### src/rtl/sirv_qspi_link_arbiter_if.sv
// One QSPI link-master port: transmit stream, receive stream, transfer format and chip-select control.
// No logic; pure signal bundle.
// master drives the request side, slave returns ready/rx/active.
interface sirv_qspi_link_arbiter_if;
  logic       tx_valid;
  logic [7:0] tx_bits;
  logic       tx_ready;
  logic       rx_valid;
  logic [7:0] rx_bits;
  logic [7:0] cnt;
  logic [1:0] fmt_proto;
  logic       fmt_endian;
  logic       fmt_iodir;
  logic       cs_set;
  logic       cs_clear;
  logic       cs_hold;
  logic       lock;
  logic       active;

  modport master (
    output tx_valid, tx_bits, cnt, fmt_proto, fmt_endian, fmt_iodir,
           cs_set, cs_clear, cs_hold, lock,
    input  tx_ready, rx_valid, rx_bits, active
  );

  modport slave (
    input  tx_valid, tx_bits, cnt, fmt_proto, fmt_endian, fmt_iodir,
           cs_set, cs_clear, cs_hold, lock,
    output tx_ready, rx_valid, rx_bits, active
  );
endinterface

### src/rtl/sirv_qspi_link_arbiter.sv
// Shares one QSPI phy link between the PIO FIFO path (in0) and the XIP read path (in1).
// Latency: zero-cycle combinational mux in GRANT; handover costs one chip-select release cycle minimum.
// Backpressure: owner sees phy tx_ready directly; non-owner and any requester during SWITCH see ready=0.
module sirv_qspi_link_arbiter #(
  parameter bit RESET_SEL = 1'b1,
  parameter int MAX_WAIT  = 64,
  parameter int WAIT_W    = 7
) (
  input  logic                      clock,
  input  logic                      reset,
  sirv_qspi_link_arbiter_if.slave   io_in0,
  sirv_qspi_link_arbiter_if.slave   io_in1,
  sirv_qspi_link_arbiter_if.master  io_out,
  output logic                      io_sel
);

  typedef enum logic {ST_GRANT, ST_SWITCH} state_t;

  localparam logic [WAIT_W-1:0] LP_MAX      = WAIT_W'(MAX_WAIT);
  localparam bit                LP_FORCE_EN = (MAX_WAIT != 0);

  state_t            r_state, w_state_nxt;
  logic              r_sel, w_sel_nxt;
  logic              r_owned, w_owned_nxt;
  logic [WAIT_W-1:0] r_wait_cnt, w_wait_nxt;

  logic w_own_vld, w_oth_vld, w_own_lock;
  logic w_hs, w_force, w_handover, w_rdy, w_live;

  assign w_live     = ~reset;
  assign w_own_vld  = r_sel ? io_in1.tx_valid : io_in0.tx_valid;
  assign w_oth_vld  = r_sel ? io_in0.tx_valid : io_in1.tx_valid;
  assign w_own_lock = r_sel ? io_in1.lock     : io_in0.lock;

  // An owner beat accepted this cycle always beats a pending handover.
  assign w_hs       = (r_state == ST_GRANT) & w_own_vld & io_out.tx_ready;
  assign w_force    = LP_FORCE_EN & (r_wait_cnt == LP_MAX);
  assign w_handover = (r_state == ST_GRANT) & ~w_own_lock & ~w_hs & w_oth_vld &
                      (~w_own_vld | w_force);

  // Phy-side request mux; SWITCH forces a chip-select release with the old owner's format.
  always_comb begin
    io_out.tx_bits    = r_sel ? io_in1.tx_bits    : io_in0.tx_bits;
    io_out.cnt        = r_sel ? io_in1.cnt        : io_in0.cnt;
    io_out.fmt_proto  = r_sel ? io_in1.fmt_proto  : io_in0.fmt_proto;
    io_out.fmt_endian = r_sel ? io_in1.fmt_endian : io_in0.fmt_endian;
    io_out.fmt_iodir  = r_sel ? io_in1.fmt_iodir  : io_in0.fmt_iodir;
    io_out.cs_set     = r_sel ? io_in1.cs_set     : io_in0.cs_set;
    io_out.cs_hold    = r_sel ? io_in1.cs_hold    : io_in0.cs_hold;
    io_out.cs_clear   = 1'b0;
    io_out.tx_valid   = 1'b0;
    io_out.lock       = 1'b0;
    w_rdy             = 1'b0;
    if (r_state == ST_GRANT) begin
      io_out.tx_valid = w_own_vld & w_live;
      io_out.cs_clear = (r_sel ? io_in1.cs_clear : io_in0.cs_clear) & w_live;
      w_rdy           = io_out.tx_ready & w_live;
    end else begin
      io_out.cs_set   = 1'b1;
      io_out.cs_hold  = 1'b0;
      io_out.cs_clear = w_live;
    end
  end

  // Requester-side returns: only the owner (old owner during SWITCH) sees ready/rx; active needs a beat of its own.
  always_comb begin
    io_in0.rx_bits  = io_out.rx_bits;
    io_in1.rx_bits  = io_out.rx_bits;
    io_in0.tx_ready = w_rdy & ~r_sel;
    io_in1.tx_ready = w_rdy & r_sel;
    io_in0.rx_valid = io_out.rx_valid & w_live & ~r_sel;
    io_in1.rx_valid = io_out.rx_valid & w_live & r_sel;
    io_in0.active   = io_out.active & r_owned & w_live & ~r_sel;
    io_in1.active   = io_out.active & r_owned & w_live & r_sel;
  end

  assign io_sel = r_sel;

  // Next-state: GRANT tracks ownership and starvation, SWITCH waits for the phy to go idle.
  always_comb begin
    w_state_nxt = r_state;
    w_sel_nxt   = r_sel;
    w_owned_nxt = r_owned;
    w_wait_nxt  = r_wait_cnt;
    case (r_state)
      ST_GRANT: begin
        if (w_oth_vld) begin
          if (r_wait_cnt != LP_MAX) w_wait_nxt = r_wait_cnt + 1'b1;
        end else begin
          w_wait_nxt = '0;
        end
        if (w_handover) begin
          w_state_nxt = ST_SWITCH;
          w_owned_nxt = 1'b0;
        end else if (w_hs) begin
          w_owned_nxt = 1'b1;
        end
      end
      ST_SWITCH: begin
        if (!io_out.active) begin
          w_state_nxt = ST_GRANT;
          w_sel_nxt   = ~r_sel;
          w_wait_nxt  = '0;
        end
      end
      default: w_state_nxt = ST_GRANT;
    endcase
  end

  // State registers with asynchronous reset back to the reset owner.
  always_ff @(posedge clock or posedge reset) begin
    if (reset) begin
      r_state    <= ST_GRANT;
      r_sel      <= RESET_SEL;
      r_owned    <= 1'b0;
      r_wait_cnt <= '0;
    end else begin
      r_state    <= w_state_nxt;
      r_sel      <= w_sel_nxt;
      r_owned    <= w_owned_nxt;
      r_wait_cnt <= w_wait_nxt;
    end
  end

endmodule

### src/flat_wrapper.sv
// flat-port wrapper written by rule: the top's interface ports become plain ports
module sirv_qspi_link_arbiter_flat 
#(
  parameter bit RESET_SEL = 1'b1,
  parameter int MAX_WAIT  = 64,
  parameter int WAIT_W    = 7
)
  (clock, reset, io_sel, io_in0_tx_valid, io_in0_tx_bits, io_in0_cnt, io_in0_fmt_proto, io_in0_fmt_endian, io_in0_fmt_iodir, io_in0_cs_set, io_in0_cs_clear, io_in0_cs_hold, io_in0_lock, io_in0_tx_ready, io_in0_rx_valid, io_in0_rx_bits, io_in0_active, io_in1_tx_valid, io_in1_tx_bits, io_in1_cnt, io_in1_fmt_proto, io_in1_fmt_endian, io_in1_fmt_iodir, io_in1_cs_set, io_in1_cs_clear, io_in1_cs_hold, io_in1_lock, io_in1_tx_ready, io_in1_rx_valid, io_in1_rx_bits, io_in1_active, io_out_tx_valid, io_out_tx_bits, io_out_cnt, io_out_fmt_proto, io_out_fmt_endian, io_out_fmt_iodir, io_out_cs_set, io_out_cs_clear, io_out_cs_hold, io_out_lock, io_out_tx_ready, io_out_rx_valid, io_out_rx_bits, io_out_active);
  sirv_qspi_link_arbiter_if io_in0_i ();
  sirv_qspi_link_arbiter_if io_in1_i ();
  sirv_qspi_link_arbiter_if io_out_i ();
  input  logic clock;
  input  logic reset;
  output logic io_sel;
  input wire logic [$bits(io_in0_i.tx_valid)-1:0] io_in0_tx_valid;
  input wire logic [$bits(io_in0_i.tx_bits)-1:0] io_in0_tx_bits;
  input wire logic [$bits(io_in0_i.cnt)-1:0] io_in0_cnt;
  input wire logic [$bits(io_in0_i.fmt_proto)-1:0] io_in0_fmt_proto;
  input wire logic [$bits(io_in0_i.fmt_endian)-1:0] io_in0_fmt_endian;
  input wire logic [$bits(io_in0_i.fmt_iodir)-1:0] io_in0_fmt_iodir;
  input wire logic [$bits(io_in0_i.cs_set)-1:0] io_in0_cs_set;
  input wire logic [$bits(io_in0_i.cs_clear)-1:0] io_in0_cs_clear;
  input wire logic [$bits(io_in0_i.cs_hold)-1:0] io_in0_cs_hold;
  input wire logic [$bits(io_in0_i.lock)-1:0] io_in0_lock;
  output wire logic [$bits(io_in0_i.tx_ready)-1:0] io_in0_tx_ready;
  output wire logic [$bits(io_in0_i.rx_valid)-1:0] io_in0_rx_valid;
  output wire logic [$bits(io_in0_i.rx_bits)-1:0] io_in0_rx_bits;
  output wire logic [$bits(io_in0_i.active)-1:0] io_in0_active;
  input wire logic [$bits(io_in1_i.tx_valid)-1:0] io_in1_tx_valid;
  input wire logic [$bits(io_in1_i.tx_bits)-1:0] io_in1_tx_bits;
  input wire logic [$bits(io_in1_i.cnt)-1:0] io_in1_cnt;
  input wire logic [$bits(io_in1_i.fmt_proto)-1:0] io_in1_fmt_proto;
  input wire logic [$bits(io_in1_i.fmt_endian)-1:0] io_in1_fmt_endian;
  input wire logic [$bits(io_in1_i.fmt_iodir)-1:0] io_in1_fmt_iodir;
  input wire logic [$bits(io_in1_i.cs_set)-1:0] io_in1_cs_set;
  input wire logic [$bits(io_in1_i.cs_clear)-1:0] io_in1_cs_clear;
  input wire logic [$bits(io_in1_i.cs_hold)-1:0] io_in1_cs_hold;
  input wire logic [$bits(io_in1_i.lock)-1:0] io_in1_lock;
  output wire logic [$bits(io_in1_i.tx_ready)-1:0] io_in1_tx_ready;
  output wire logic [$bits(io_in1_i.rx_valid)-1:0] io_in1_rx_valid;
  output wire logic [$bits(io_in1_i.rx_bits)-1:0] io_in1_rx_bits;
  output wire logic [$bits(io_in1_i.active)-1:0] io_in1_active;
  output wire logic [$bits(io_out_i.tx_valid)-1:0] io_out_tx_valid;
  output wire logic [$bits(io_out_i.tx_bits)-1:0] io_out_tx_bits;
  output wire logic [$bits(io_out_i.cnt)-1:0] io_out_cnt;
  output wire logic [$bits(io_out_i.fmt_proto)-1:0] io_out_fmt_proto;
  output wire logic [$bits(io_out_i.fmt_endian)-1:0] io_out_fmt_endian;
  output wire logic [$bits(io_out_i.fmt_iodir)-1:0] io_out_fmt_iodir;
  output wire logic [$bits(io_out_i.cs_set)-1:0] io_out_cs_set;
  output wire logic [$bits(io_out_i.cs_clear)-1:0] io_out_cs_clear;
  output wire logic [$bits(io_out_i.cs_hold)-1:0] io_out_cs_hold;
  output wire logic [$bits(io_out_i.lock)-1:0] io_out_lock;
  input wire logic [$bits(io_out_i.tx_ready)-1:0] io_out_tx_ready;
  input wire logic [$bits(io_out_i.rx_valid)-1:0] io_out_rx_valid;
  input wire logic [$bits(io_out_i.rx_bits)-1:0] io_out_rx_bits;
  input wire logic [$bits(io_out_i.active)-1:0] io_out_active;
  assign io_in0_i.tx_valid = io_in0_tx_valid;
  assign io_in0_i.tx_bits = io_in0_tx_bits;
  assign io_in0_i.cnt = io_in0_cnt;
  assign io_in0_i.fmt_proto = io_in0_fmt_proto;
  assign io_in0_i.fmt_endian = io_in0_fmt_endian;
  assign io_in0_i.fmt_iodir = io_in0_fmt_iodir;
  assign io_in0_i.cs_set = io_in0_cs_set;
  assign io_in0_i.cs_clear = io_in0_cs_clear;
  assign io_in0_i.cs_hold = io_in0_cs_hold;
  assign io_in0_i.lock = io_in0_lock;
  assign io_in0_tx_ready = io_in0_i.tx_ready;
  assign io_in0_rx_valid = io_in0_i.rx_valid;
  assign io_in0_rx_bits = io_in0_i.rx_bits;
  assign io_in0_active = io_in0_i.active;
  assign io_in1_i.tx_valid = io_in1_tx_valid;
  assign io_in1_i.tx_bits = io_in1_tx_bits;
  assign io_in1_i.cnt = io_in1_cnt;
  assign io_in1_i.fmt_proto = io_in1_fmt_proto;
  assign io_in1_i.fmt_endian = io_in1_fmt_endian;
  assign io_in1_i.fmt_iodir = io_in1_fmt_iodir;
  assign io_in1_i.cs_set = io_in1_cs_set;
  assign io_in1_i.cs_clear = io_in1_cs_clear;
  assign io_in1_i.cs_hold = io_in1_cs_hold;
  assign io_in1_i.lock = io_in1_lock;
  assign io_in1_tx_ready = io_in1_i.tx_ready;
  assign io_in1_rx_valid = io_in1_i.rx_valid;
  assign io_in1_rx_bits = io_in1_i.rx_bits;
  assign io_in1_active = io_in1_i.active;
  assign io_out_tx_valid = io_out_i.tx_valid;
  assign io_out_tx_bits = io_out_i.tx_bits;
  assign io_out_cnt = io_out_i.cnt;
  assign io_out_fmt_proto = io_out_i.fmt_proto;
  assign io_out_fmt_endian = io_out_i.fmt_endian;
  assign io_out_fmt_iodir = io_out_i.fmt_iodir;
  assign io_out_cs_set = io_out_i.cs_set;
  assign io_out_cs_clear = io_out_i.cs_clear;
  assign io_out_cs_hold = io_out_i.cs_hold;
  assign io_out_lock = io_out_i.lock;
  assign io_out_i.tx_ready = io_out_tx_ready;
  assign io_out_i.rx_valid = io_out_rx_valid;
  assign io_out_i.rx_bits = io_out_rx_bits;
  assign io_out_i.active = io_out_active;
  sirv_qspi_link_arbiter #(.RESET_SEL(RESET_SEL), .MAX_WAIT(MAX_WAIT), .WAIT_W(WAIT_W)) u_core (.clock(clock), .reset(reset), .io_in0(io_in0_i), .io_in1(io_in1_i), .io_out(io_out_i), .io_sel(io_sel));
endmodule
### config.mk
export PLATFORM = sky130hd
export DESIGN_NAME = sirv_qspi_link_arbiter_flat
export DESIGN_NICKNAME = d
export VERILOG_FILES = /design/src/rtl/sirv_qspi_link_arbiter_if.sv /design/src/rtl/sirv_qspi_link_arbiter.sv /design/src/flat_wrapper.sv
export SDC_FILE = /design/constraint.sdc
export NUM_CORES = 1
export LEC_CHECK = 0
export CAP_MARGIN = 20
export CORE_MARGIN = 5
export CORE_UTILIZATION = 31
export CTS_CLUSTER_SIZE = 8
export DETAILED_ROUTE_END_ITERATION = 6
export PLACE_DENSITY_LB_ADDON = 0.1
export SYNTH_ARGS = -nofsm -noshare
export SYNTH_HDL_FRONTEND = slang
export SYNTH_SLANG_ARGS = --single-unit
### constraint.sdc
create_clock -name clock -period 3.8 [get_ports clock]
set_input_delay 0.57 -clock clock [delete_from_list [all_inputs] [get_ports clock]]
set_output_delay 0.57 -clock clock [all_outputs]
set_load 0.1 [all_outputs]
### After elaboration in Yosys (flattened, before gate mapping)

Index checks and enable logic that the tools add are counted.

* output and inout bits: 48
* word-level logic and storage cells: 64
* register bits: 10
* input port bits: 63

* add/sub/neg operators: 1
* reduce and logical (&&, ||, !) cells: 4
* eq/ne operators: 4
* bitwise operators: 26
* multiplexer cells: 25

Operators by type and width (number)
* $mux W7: 3
* $and A1 B1 Y1: 18
* $mux W1: 17
* $mux W8: 2
* $pmux W7 S2: 1
* $add A7 B1 Y7 const B: 1
* $eq A7 B7 Y1 const B: 1
* $ne A7 B7 Y1 const B: 1
* $not A1 Y1: 7
* $reduce_and A2 Y1: 3
* $ne A3 B3 Y1 const B: 1
* $mux W2: 1
* $ne A2 B2 Y1 const B: 1
* $pmux W1 S2: 1
* $reduce_bool A2 Y1: 1
* $or A1 B1 Y1: 1

### Longest topological paths before layout

* word-level depth: 9
* depth in mapped cells: 6
* depth with buffers taken out: 6

### Worst setup path before layout

OpenSTA, ideal clock, no wires.

* kind: flip-flop to output port
* start point: register u_core.r_sel, in the netlist u_core.io_sel
* end point: output port io_out_tx_valid
* path slack: -8 ps
* path buffers: 1
* cell stages (with the launch flop): 4
* data required time: 3230 ps
* arrival time: 3238 ps
* path through: dfstp_2 buf_4 mux2i_1 nor3_1

* longest elaborated chain between the ends: 3

Ends and longest elaborated chain
* start: declaration: line sirv_qspi_link_arbiter.sv:23 `logic r_sel, w_sel_nxt;`
* start signal: assignment: line sirv_qspi_link_arbiter.sv:119 `r_sel <= w_sel_nxt;`
* $mux W1: line sirv_qspi_link_arbiter.sv:31 `assign w_own_vld = r_sel ? io_in1.tx_valid : io_in0.tx_valid;`
* $and A1 B1 Y1: line sirv_qspi_link_arbiter.sv:55 `io_out.tx_valid = w_own_vld & w_live;`
* $mux W1: line sirv_qspi_link_arbiter.sv:54 `if (r_state == ST_GRANT) begin`
* end: declaration: line flat_wrapper.sv:43 `output wire logic [$bits(io_out_i.tx_valid)-1:0] io_out_tx_valid;`

Every way passes these cells.

### Worst setup path in the final report

Ends and elaborated chain as after synthesis.

==> qor.txt <==
Outcome: finished, final reports clean
Vias: 1,096
Reg2Reg Depth: 4
PwrDens: 849 mW/mm2
Post-CTS Setup Bufs: 0
CP max stage delay: 1.00 ns
Post-CTS Resized: 0
Seq/Total Area, Yosys: 24.2%
Root Driver: clkbuf_4
Mapped cell area: 0.00104 mm2
Gp weighted congestion: 0.761
Rows: 21
Net Count, Synth: 185
Final worst setup slack: 1.21 ns
Number of synthesized register bits: 10
Overall Power: 1.48 mW
Non-Filler Instances: 233
Synth Warn #: 0
Critical path peak fanout: 36
Area of the core: 0.00328 mm2
Setup violators final: 0
Ports: 111
Worst slew margin: 52.2%
Fmax: 386 MHz
Final Hold Fails: 0
Clk buf depth: 2
# Max-Cap Violations: 0
CTS Hold Buffers Added: 0
Layout Skew: 0.00249 ns
Layout area overhead: 68.4%
PortBufs: 85
Starting DRT DRC Count: 10
Diodes inserted: 0
Clk pin slew, worst setup/hold paths: 0.06 ns
Leakage: 0.751 nW
Post-DP HPWL: 2840 um
DRC Markers: 0
Dpl ws: 1.18 ns
Hold Slack: 0.491 ns
Startpoint types: register
Die W: 67.8 um
Vias per inst: 4.70
Post-synth EDFFs: 0
Initial core utilization: 31.6%
Initial antenna violation count: 0
Vias in the first global route: 1,099
Chip height: 67.8 um
Reg2reg end: u_core.r_wait_cnt[6]$_DFFE_PP0P_
Crit path required time: 3.23 ns
Clock latency on the worst-skew pair: 0.25 ns
CP Capture Point: io_out_tx_valid
Reg2Reg Setup Slack: 1.75 ns
Critical path, cell by cell: mux2i_1 > nor3_2 > buf_4
RSZ-0062 raised after global routing: no
Total GRT Usage: 13.7%
Setup TNS: 0 ns
CP endpoint kind: output port
Post-synth cell types: 32
FFs w/ async S/R, synth: 100%
Critical path type: reg2out
Most frequent cells in the layout: clkdlybuf4s50_1, buf_4, mux2_2
Hold path start: u_core.r_owned$_DFFE_PP0P_
Top_reg_cell synth: dfrtp_1
Post-synthesis cell count: 120
WP data arrival: 2.02 ns
Worst R2R Start: u_core.io_sel$_DFFE_PP1P_
Global route overflow: 0
CP Launch Point: u_core.io_sel$_DFFE_PP1P_
Max Slew Vio Count: 0
Worst Hold Class: reg2reg
Commonest non-fill, non-tap cell in the layout: clkdlybuf4s50_1
# nets final: 253
DIE AREA: 0.00460 mm2
Peak supply drop: 0.000550 V
Final ANT Viol Nets: 0
H-tree levels: 1
First-pass iteration count of the detailed router: 4
TritonCTS buffer count: 3
Layout cell share with drive strength beyond 1: 29.9%
Period utilisation layout: 68.2%
Final wirelength: 3360 um
Slowest-stage cell, CP: dfstp_2
CTS tree: built
First-pass GRT wire length: 4820 um
WL/cell: 14.4 um
Worst Tran Pin Value: 0.717 ns
Final worst path period need: 2.59 ns
Average size of a mapped cell: 8.64 um2
Sink Count: 10
Largest net degree at the start of global routing: 37
Placed Cells: 229
## cells in the mapped netlist, types with 3 or more instances
master	count	area (um2)
inv_1	6	22.5
nor2_1	6	22.5
o21ai_0	7	35.0
nor3_1	7	35.0
a21oi_1	4	20.0
and3_1	3	18.8
nand2b_1	4	25.0
buf_4	18	135
mux2i_1	4	40.0
mux2_2	20	225
nand2_1	5	18.8
dfrtp_1	9	225
## critical path: cells and delay by family, from the launching register on
kind,cells,cell delay (ns)
simple gates,1,0.16
buf+inv,1,0.31
flops,1,1.00
mux,1,0.28
## cell type report
class	instances	area, um2
sequential	10	251
tap	46	57.6
multi-input combinational	82	616
fill	319	1540
clock buffer	4	26.3
timing repair buffer	85	773
inverter	6	22.5
## kinds of logic after synthesis
| logic type | synth area share (%) |
|---|---|
| mux | 25.6 |
| other cells | 0.362 |
| fa+ha+maj | 2.41 |
| flops | 24.2 |
| compound gates | 10.5 |
| simple gates | 19.2 |
| buf+inv | 16.9 |
| xor+xnor | 0.845 |
## flip-flops by register name, indices dropped and copies added (netlist names)
name	count
u_core.r_owned	1
u_core.io_sel	1
u_core.r_wait_cnt	7
u_core.r_state	1
## layer usage
layer  wire [um]  up-vias  global-route usage [%]
met3         428        8                    4.76
met2        1820       61                    25.9
li1            -      537                       -
met4          46        0                    6.20
met5           0        -                       0
met1        1070      490                    13.2
## where the power goes
group / internal, mW / switching, mW
combinational: 0.319 / 0.866
sequential: 0.137 / 0.0888
clock: 0.0403 / 0.0314
total: 0.497 / 0.986
## worst min-delay path by stage
stage,depth (start not counted),to
2_1_floorplan,1,u_core.r_owned$_DFFE_PP0P_
3_3_place_gp,1,u_core.r_owned$_DFFE_PP0P_
3_5_place_dp,1,u_core.r_owned$_DFFE_PP0P_
4_1_cts,1,u_core.r_owned$_DFFE_PP0P_
5_1_grt,1,u_core.r_owned$_DFFE_PP0P_
6_report,1,u_core.r_owned$_DFFE_PP0P_
## per-stage QoR
step / area, um2 / utilization [%]
2_1_floorplan: 1040 / -
3_3_place_gp: 1720 / 52.4
3_5_place_dp: 1720 / 52.4
4_1_cts: 1750 / 53.2
5_1_grt: 1750 / 53.2
6_report: 1750 / 53.2
(Power assumes the default switching activity.)
